$ cat src/rtl/cache_arbiter_pkg.sv
// Shared types for the L1-to-physical-memory arbiter.
package cache_arbiter_pkg;

   localparam int unsigned WORD_W = 16;
   localparam int unsigned LINE_W = 128;

   typedef logic [WORD_W-1:0] lc3b_word;
   typedef logic [LINE_W-1:0] lc3b_line;

   typedef enum logic [1:0] {
      IDLE    = 2'd0,
      SERVE_I = 2'd1,
      SERVE_D = 2'd2
   } lc3b_arb_state;

   // 0 = instruction cache, 1 = data cache
   typedef enum logic {
      SEL_I = 1'b0,
      SEL_D = 1'b1
   } lc3b_arb_sel;

endpackage

$ cat src/rtl/cache_arbiter_control.sv
// Arbiter state machine: picks a requester in IDLE, waits for memory completion.
module cache_arbiter_control
   import cache_arbiter_pkg::*;
(
   input  logic        clk,
   input  logic        rst,
   input  logic        i_req,
   input  logic        d_req,
   input  logic        pmem_resp,
   output logic        grant_load,
   output lc3b_arb_sel grant_sel,
   output logic        done,
   output logic        i_resp,
   output logic        d_resp
);

   lc3b_arb_state state;
   lc3b_arb_sel   last_grant;

   // Grant decision: on a tie, the requester not served last wins.
   always_comb begin
      grant_load = 1'b0;
      grant_sel  = SEL_I;
      if (state == IDLE) begin
         grant_load = i_req | d_req;
      end
      if (i_req && d_req) begin
         grant_sel = (last_grant == SEL_I) ? SEL_D : SEL_I;
      end else if (d_req) begin
         grant_sel = SEL_D;
      end
   end

   // Completion pulses pass straight through to the granted cache only.
   always_comb begin
      i_resp = (state == SERVE_I) & pmem_resp;
      d_resp = (state == SERVE_D) & pmem_resp;
      done   = i_resp | d_resp;
   end

   // State and fairness history; every completion returns to IDLE for one cycle.
   always_ff @(posedge clk) begin
      if (rst) begin
         state      <= IDLE;
         last_grant <= SEL_D;
      end else begin
         case (state)
            IDLE: begin
               if (grant_load) begin
                  last_grant <= grant_sel;
                  state      <= (grant_sel == SEL_D) ? SERVE_D : SERVE_I;
               end
            end
            SERVE_I, SERVE_D: begin
               if (pmem_resp) begin
                  state <= IDLE;
               end
            end
            default: state <= IDLE;
         endcase
      end
   end

endmodule

$ cat src/rtl/cache_arbiter.sv
// Shares one physical-memory port between the I-cache and the D-cache.
module cache_arbiter
   import cache_arbiter_pkg::*;
(
   input  logic     clk,
   input  logic     rst,

   input  logic     i_pmem_read,
   input  lc3b_word i_pmem_address,
   output lc3b_line i_pmem_rdata,
   output logic     i_pmem_resp,

   input  logic     d_pmem_read,
   input  logic     d_pmem_write,
   input  lc3b_word d_pmem_address,
   input  lc3b_line d_pmem_wdata,
   output lc3b_line d_pmem_rdata,
   output logic     d_pmem_resp,

   output logic     pmem_read,
   output logic     pmem_write,
   output lc3b_word pmem_address,
   output lc3b_line pmem_wdata,
   input  lc3b_line pmem_rdata,
   input  logic     pmem_resp
);

   logic        d_req;
   logic        grant_load;
   lc3b_arb_sel grant_sel;
   logic        done;
   lc3b_word    grant_address;

   assign d_req = d_pmem_read | d_pmem_write;

   cache_arbiter_control u_control (
      .clk        (clk),
      .rst        (rst),
      .i_req      (i_pmem_read),
      .d_req      (d_req),
      .pmem_resp  (pmem_resp),
      .grant_load (grant_load),
      .grant_sel  (grant_sel),
      .done       (done),
      .i_resp     (i_pmem_resp),
      .d_resp     (d_pmem_resp)
   );

   // Address of whichever requester is being granted this cycle.
   always_comb begin
      grant_address = (grant_sel == SEL_D) ? d_pmem_address : i_pmem_address;
   end

   // Memory-side latch: address, write line and op captured at grant, held to completion.
   // Read+write together from the D-cache is treated as a write.
   always_ff @(posedge clk) begin
      if (rst) begin
         pmem_read    <= 1'b0;
         pmem_write   <= 1'b0;
         pmem_address <= '0;
         pmem_wdata   <= '0;
      end else if (grant_load) begin
         pmem_address <= grant_address;
         if (grant_sel == SEL_D) begin
            pmem_wdata <= d_pmem_wdata;
            pmem_read  <= ~d_pmem_write;
            pmem_write <= d_pmem_write;
         end else begin
            pmem_read  <= 1'b1;
            pmem_write <= 1'b0;
         end
      end else if (done) begin
         pmem_read  <= 1'b0;
         pmem_write <= 1'b0;
      end
   end

   // Returned line is broadcast; only the resp pulses are steered.
   assign i_pmem_rdata = pmem_rdata;
   assign d_pmem_rdata = pmem_rdata;

endmodule

$ cat config.mk
export PLATFORM = sky130hd
export DESIGN_NAME = cache_arbiter
export DESIGN_NICKNAME = d
export VERILOG_FILES = /design/src/rtl/cache_arbiter_pkg.sv /design/src/rtl/cache_arbiter_control.sv /design/src/rtl/cache_arbiter.sv
export SDC_FILE = /design/constraint.sdc
export NUM_CORES = 1
export LEC_CHECK = 0
export ABC_CLOCK_PERIOD_IN_PS = 2350
export CAP_MARGIN = 20
export CORE_AREA = 2 2 271 273
export DETAILED_ROUTE_END_ITERATION = 10
export DIE_AREA = 0 0 273 275
export GPL_ROUTABILITY_DRIVEN = 0
export RECOVER_POWER = 100
export SLEW_MARGIN = 10
export SYNTH_ARGS = -nofsm -noshare
export SYNTH_HDL_FRONTEND = slang
export SYNTH_SLANG_ARGS = --single-unit
$ cat constraint.sdc
create_clock -name clk -period 2.35 [get_ports clk]
set_clock_uncertainty 0.2 [all_clocks]
set_input_delay 0.5875 -clock clk [delete_from_list [all_inputs] [get_ports clk]]
set_output_delay 0.5875 -clock clk [all_outputs]
set_load 0.02 [all_outputs]
==> metrics.txt, run 1 <==
type of the most critical hold path flip-flop to flip-flop; estimated wirelength of the detail-placed design approximately 25 mm; Std-Cell Core Area between 70000 and 80000 um2; instance area at placement about 11000 um2; Total Neg Setup Slack 0 ps; critical path launch point type flip-flop; pin count of the biggest net entering global routing 57; CP cell instances clkdlybuf4s50_1; maximum buffer depth of the clock tree 2; Worst-Skew Late Latency 470 ps; number of warnings reported in the yosys synthesis log 0; final net count approximately 1300; number of nets in the synthesized netlist around 1300; number of inserted diodes 0; layout-stage area growth over the synthesis result 41.5%; relative slew slack a little over two thirds; final-report setup violation count 0; routed via count divided by cell count around 3.5; DIE WIDTH around 270 um; Post-route DRC 0; run status complete, no violations; total CTS buffers 17; cell area after layout around 11000 um2; number of buffer and inverter stages on the critical path 1; max-capacitance violation count 0; number of rows in the core area 99; fillers just over 8000; antenna violations before repair 3; I/O Buffers about 310; worst setup path category flip-flop to output pin; Post-synth EDFFs 0; layout cells sized above 1 between 10 and 15%; root cell of the clock tree clkbuf_16; WL per Instance about 16 um; register area share after synthesis 38.1%; top achievable clock speed about 0.44 GHz; Max Slew Vio Count 0; average cell area after synthesis roughly 8.1 um2; required arrival time at the worst endpoint between 1500 and 2000 ps; Period Utilization, post-route a little over nine tenths; instance count of the mapped netlist 964; die span in y ~280 um; die outline area about 75000 um2; ys flop type dfxtp_1; Pleak about 3.8 nW; critical path's top delay family buffers and inverters; via count of the first global-routing pass 6882; number of top-level design ports 698; total number of H-tree levels 4; worst hold margin between 200 and 300 ps; Critical Path Slowest Stage Cell clkdlybuf4s50_1; initial cell density of the core around 11%; number of clock sinks around 150; Netlist cell types 31; ys async rst share 0%; vias after detailed routing about 7000; share of the synthesized area in the top cell type a little under two fifths; wire length of the first global-routing pass roughly 46 mm; maximum fanout along the worst path 2; worst vdd rail ir drop roughly 0.31 mV; Min Clock Period, post-route 2270 ps; register bit total from synthesis 149; residual antenna-violating net count after detailed routing 0; clock slew seen by the registers of the worst setup and hold paths 60 ps; dominant cell type by area after synthesis dfxtp_1; Final Hold Fails 0; slew at the pin closest to its max-slew limit 443 ps; clock tree from TritonCTS yes; final core utilization approximately 15%; largest stage delay on the critical path just under 700 ps; drt first pass iters 4; aggregate global routing overflow 0; Global Route Usage Sum under 10%; unrepaired setup endpoints after global routing false; Iter 0 DRT Violations ~260; netlist area before placement between 7000 and 8000 um2; Critical Path AT 1480 ps; final wirelength ~33 mm; largest cells by area after synthesis dfxtp_1 (38%), buf_4 (25%), a21oi_1 (9.4%), nand3_1 (8.3%), o21ai_0 (8.2%); power per cell area between 700 and 800 nW/um2; kind of end point of the critical path output pin
## stage by stage
step | setup slack, ps | power, mW | std cells
2_1_floorplan | 542 | 5.02 | 964
3_3_place_gp | 27.5 | 6.00 | 1960
3_5_place_dp | -4.22 | 6.00 | 1960
4_1_cts | 5.97 | 8.90 | 1990
5_1_grt | 4.75 | 9.10 | 1990
6_report | 83.3 | 8.58 | 1990
## cell type report
class / count / area, um2 / share of cell area [%]
sequential: 149 / 2980 / 26.9
multi-input combinational: 476 / 2540 / 22.9
timing repair buffer: 374 / 3800 / 34.2
tap: 959 / 1200 / 10.8
inverter: 2 / 7.51 / 0.0677
clock buffer: 21 / 450 / 4.06
clock inverter: 9 / 106 / 0.959
## per-layer routing
| layer | part of all wire (%) | up-vias | GRT usage, % | wire length [um] |
|---|---|---|---|---|
| met5 | 0.35 | - | 0.689 | 115 |
| met4 | 7.9 | 8 | 8.00 | 2590 |
| met3 | 12 | 163 | 4.39 | 3810 |
| met2 | 44 | 448 | 13.0 | 14400 |
| met1 | 36 | 3112 | 8.45 | 11900 |
| li1 | - | 3162 | - | - |
## what timing repair did
action,4_1_cts,5_1_grt
endpoints found under the setup margin,9,1
gates resized for setup,9,1
setup buffers,0,0
hold buffers,0,0
## report_power, final
group,switching [mW],internal (mW)
combinational,1.50,1.29
clock,1.20,1.57
sequential,0.169,2.84
## path summary, 6_finish.rpt
check                                endpoint                       startpoint  cells past startpoint  slack (ps)
setup / recovery              pmem_address[1]     pmem_address[1]$_SDFFE_PP0P_                      1          80
hold / removal    pmem_wdata[72]$_SDFFE_PP0P_      pmem_wdata[72]$_SDFFE_PP0P_                      2         270
setup reg to reg  pmem_wdata[18]$_SDFFE_PP0P_  u_control.state[0]$_SDFFE_PP0P_                      6         290
hold reg to reg   pmem_wdata[72]$_SDFFE_PP0P_      pmem_wdata[72]$_SDFFE_PP0P_                      2         270
## cells in the final DEF (no fill, tap or decap), types with 3 or more instances in the layout
cell type / n
clkinvlp_4: 3
clkinv_2: 3
dlygate4sd3_1: 46
dlygate4sd2_1: 8
dfxtp_1: 149
clkbuf_16: 17
clkbuf_2: 4
a21oi_1: 147
buf_12: 19
nor2_1: 17
clkbuf_1: 5
nand3_1: 130
clkdlybuf4s50_1: 256
buf_4: 38
a211oi_2: 7
a211oi_1: 10
o21ai_0: 131
nand2_1: 16
## registers in the layout, indices dropped and copies added, names as in the netlist
name / flops
u_control.last_grant: 1
pmem_wdata: 128
pmem_read: 1
pmem_write: 1
u_control.state: 2
pmem_address: 16
## cells in the mapped netlist, drive strengths merged (2+ instances only)
| cell | number |
|---|---|
| a211oi | 17 |
| a21oi | 147 |
| and2 | 2 |
| buf | 300 |
| clkbuf | 37 |
| dfxtp | 149 |
| ha | 3 |
| inv | 2 |
| nand2 | 16 |
| nand3 | 130 |
| nor2 | 18 |
| o21ai | 131 |
## logic make-up (layout without fill, tap and decap cells)
| group | after synthesis | count (layout) | share of synthesized area [%] |
|---|---|---|---|
| AO/OA/AOI/OAI | 303 | 303 | 21.3 |
| buffers and inverters | 339 | 406 | 29.6 |
| AND/OR/NAND/NOR | 170 | 170 | 10.5 |
| flip-flops | 149 | 149 | 38.1 |
| adder cells (fa/ha/maj) | 3 | 3 | 0.479 |
Power figures use the tool's default switching activity.
==> inputs of run 2 (changes only) <==
--- a/config.mk
+++ b/config.mk
@@ -8,6 +8,7 @@
 export ABC_CLOCK_PERIOD_IN_PS = 2350
 export CAP_MARGIN = 20
 export CORE_AREA = 2 2 271 273
+export CTS_CLUSTER_SIZE = 30
 export DETAILED_ROUTE_END_ITERATION = 10
 export DIE_AREA = 0 0 273 275
 export GPL_ROUTABILITY_DRIVEN = 0
==> results of run 2 <==
Final layout, timing and power as in run 1 (identical DEF).
==> inputs of run 3 (changes only) <==
--- a/config.mk
+++ b/config.mk
@@ -5,7 +5,7 @@
 export SDC_FILE = /design/constraint.sdc
 export NUM_CORES = 1
 export LEC_CHECK = 0
-export ABC_CLOCK_PERIOD_IN_PS = 2350
+export ABC_CLOCK_PERIOD_IN_PS = 2300
 export CAP_MARGIN = 20
 export CORE_AREA = 2 2 271 273
 export CTS_CLUSTER_SIZE = 30
==> constraint.sdc (replaced) <==
create_clock -name clk -period 2.3 [get_ports clk]
set_clock_uncertainty 0.2 [all_clocks]
set_input_delay 0.575 -clock clk [delete_from_list [all_inputs] [get_ports clk]]
set_output_delay 0.575 -clock clk [all_outputs]
set_load 0.02 [all_outputs]
==> run 3 against run 2 <==
Register-to-register slack worse by 100 ps; hold slack got worse by 75 ps; sequential power up 2%; clock power grew 13%; final area grew 0.52%; non-clock buffer count rose by 7; power grew 5.5%; die area unchanged; largest power group is now clock.
==> metrics.txt, run 3 (same netlist as run 1, synthesis figures left out) <==
layout cells sized above 1 around a tenth; worst hold margin between 150 and 200 ps; fillers between 8000 and 9000; max reg flops between 100 and 150; slew at the pin closest to its max-slew limit ~560 ps; cell area after layout 11100 um2; Worst-Skew Late Latency roughly 470 ps; layout-stage area growth over the synthesis result 42.3%; critical path launch point type flip-flop; pin count of the biggest net entering global routing 69; final net count approximately 1300; DIE WIDTH about 270 um; number of buffer and inverter stages on the critical path 1; antenna violations before repair 4; WL per Instance 16.4 um; drt first pass iters 4; Iter 0 DRT Violations roughly 240; type of the most critical hold path primary input to flip-flop; max-capacitance violation count 0; relative slew slack 62.7%; number of top-level design ports 698; largest stage delay on the critical path 620 ps; CP cell instances clkdlybuf4s50_1; launching element of the worst setup path pmem_wdata[82]$_SDFFE_PP0P_; die span in y ~280 um; required arrival time at the worst endpoint between 1500 and 2000 ps; root cell of the clock tree clkbuf_16; non-filler instance count after layout around 2000; worst vdd rail ir drop ~0.35 mV; leading cell type in the layout, fill and taps excluded clkdlybuf4s50_1; number of rows in the core area 99; Pleak about 3.8 nW; total number of H-tree levels 4; worst setup path category flip-flop to output pin; maximum fanout along the worst path 2; number of clock sinks between 100 and 150; top library cells by usage in the layout, fill and taps aside clkdlybuf4s50_1 (279), a21oi_1 (147), dfxtp_1 (147); Critical Path AT between 1000 and 1500 ps; Placed Cells incl. Taps 1967; clock slew seen by the registers of the worst setup and hold paths ~70 ps; final core utilization ~15%; die outline area between 70000 and 80000 um2; Std-Cell Core Area 72300 um2; initial cell density of the core 10.8%; number of inserted diodes 0; estimated wirelength of the detail-placed design 24.8 mm; routed via count divided by cell count between 3 and 4; clock tree from TritonCTS yes; Global Route Usage Sum around 8.6%; Period Utilization, post-route 97.1%; launch point of the worst reg-to-reg path u_control.state[0]$_SDFFE_PP0P_; final wirelength 32.8 mm; registers with the most flip-flops pmem_wdata (128), pmem_address (16), u_control.state (2); top achievable clock speed about 0.45 GHz; Post-route DRC 0; kind of end point of the critical path output pin; maximum buffer depth of the clock tree 2; via count of the first global-routing pass a little under 7000; final-report setup violation count 0; instance area at placement about 11000 um2; Max Slew Vio Count 0; vias after detailed routing approximately 6900; Min Clock Period, post-route 2230 ps; run status complete, no violations; I/O Buffers approximately 310; unrepaired setup endpoints after global routing false; total CTS buffers 17; wire length of the first global-routing pass approximately 46 mm; power per cell area 812 nW/um2; aggregate global routing overflow 0; hold path start rst; Critical Path Slowest Stage Cell clkdlybuf4s50_1; residual antenna-violating net count after detailed routing 0; register ranked first by flip-flop count pmem_wdata; critical path's top delay family buffers and inverters; Final Hold Fails 0
[run 3: cell types whose count changed in the layout (fill, tap and decap cells not counted), sizes merged]
| cell | delta |
|---|---|
| inv | +3 |
| dlygate4sd2 | +14 |
| clkbuf | +14 |
| dlygate4sd3 | -45 |
| clkinvlp | -1 |
| bufinv | +1 |
| clkdlybuf4s50 | +23 |
[run 3: layout make-up]
type                       count  area [um2]  share of cell area (%)
timing repair buffer         381        3770                    33.9
sequential                   149        2990                    26.8
multi-input combinational    476        2540                    22.8
tap                          959        1200                    10.8
clock buffer                  20         467                    4.19
clock inverter                12         166                    1.49
inverter                       2        7.51                  0.0674
[run 3: final timing paths]
check,end,slack [ps],depth (start not counted)
worst max register to register,pmem_wdata[33]$_SDFFE_PP0P_,190,7
worst min register to register,pmem_wdata[66]$_SDFFE_PP0P_,270,2
worst max-delay path,pmem_wdata[82],70,1
worst min-delay path,u_control.state[0]$_SDFFE_PP0P_,190,2
[run 3: repair_timing]
item | 4_1_cts | 5_1_grt
hold buffers | 0 | 0
endpoints found under the setup margin | 24 | 10
buffers inserted | 0 | 0
gates resized for setup | 22 | 12
[run 3: stage by stage]
stage                     worst slack [ps]  TNS, ps  power, mW
after global placement               -40.4     -210       6.14
final                                 66.3        0       9.05
after global routing                  1.86        0       9.61
after CTS                            -38.6    -75.0       9.38
after detailed placement             -54.4    -1830       6.14
after floorplan                        505        0       5.13
[run 3: layer usage]
metal	up-vias	track usage, %	wire length (um)
met4	8	6.99	2150
li1	3178	-	-
met3	134	4.39	3480
met5	-	0.689	116
met1	3127	8.83	12500
met2	422	13.0	14600
[run 3: power breakdown]
group / total [mW] / switching (mW) / internal [mW]
clock: 3.14 / 1.33 / 1.81
sequential: 3.08 / 0.175 / 2.90
combinational: 2.84 / 1.54 / 1.30
total: 9.05 / 3.04 / 6.01
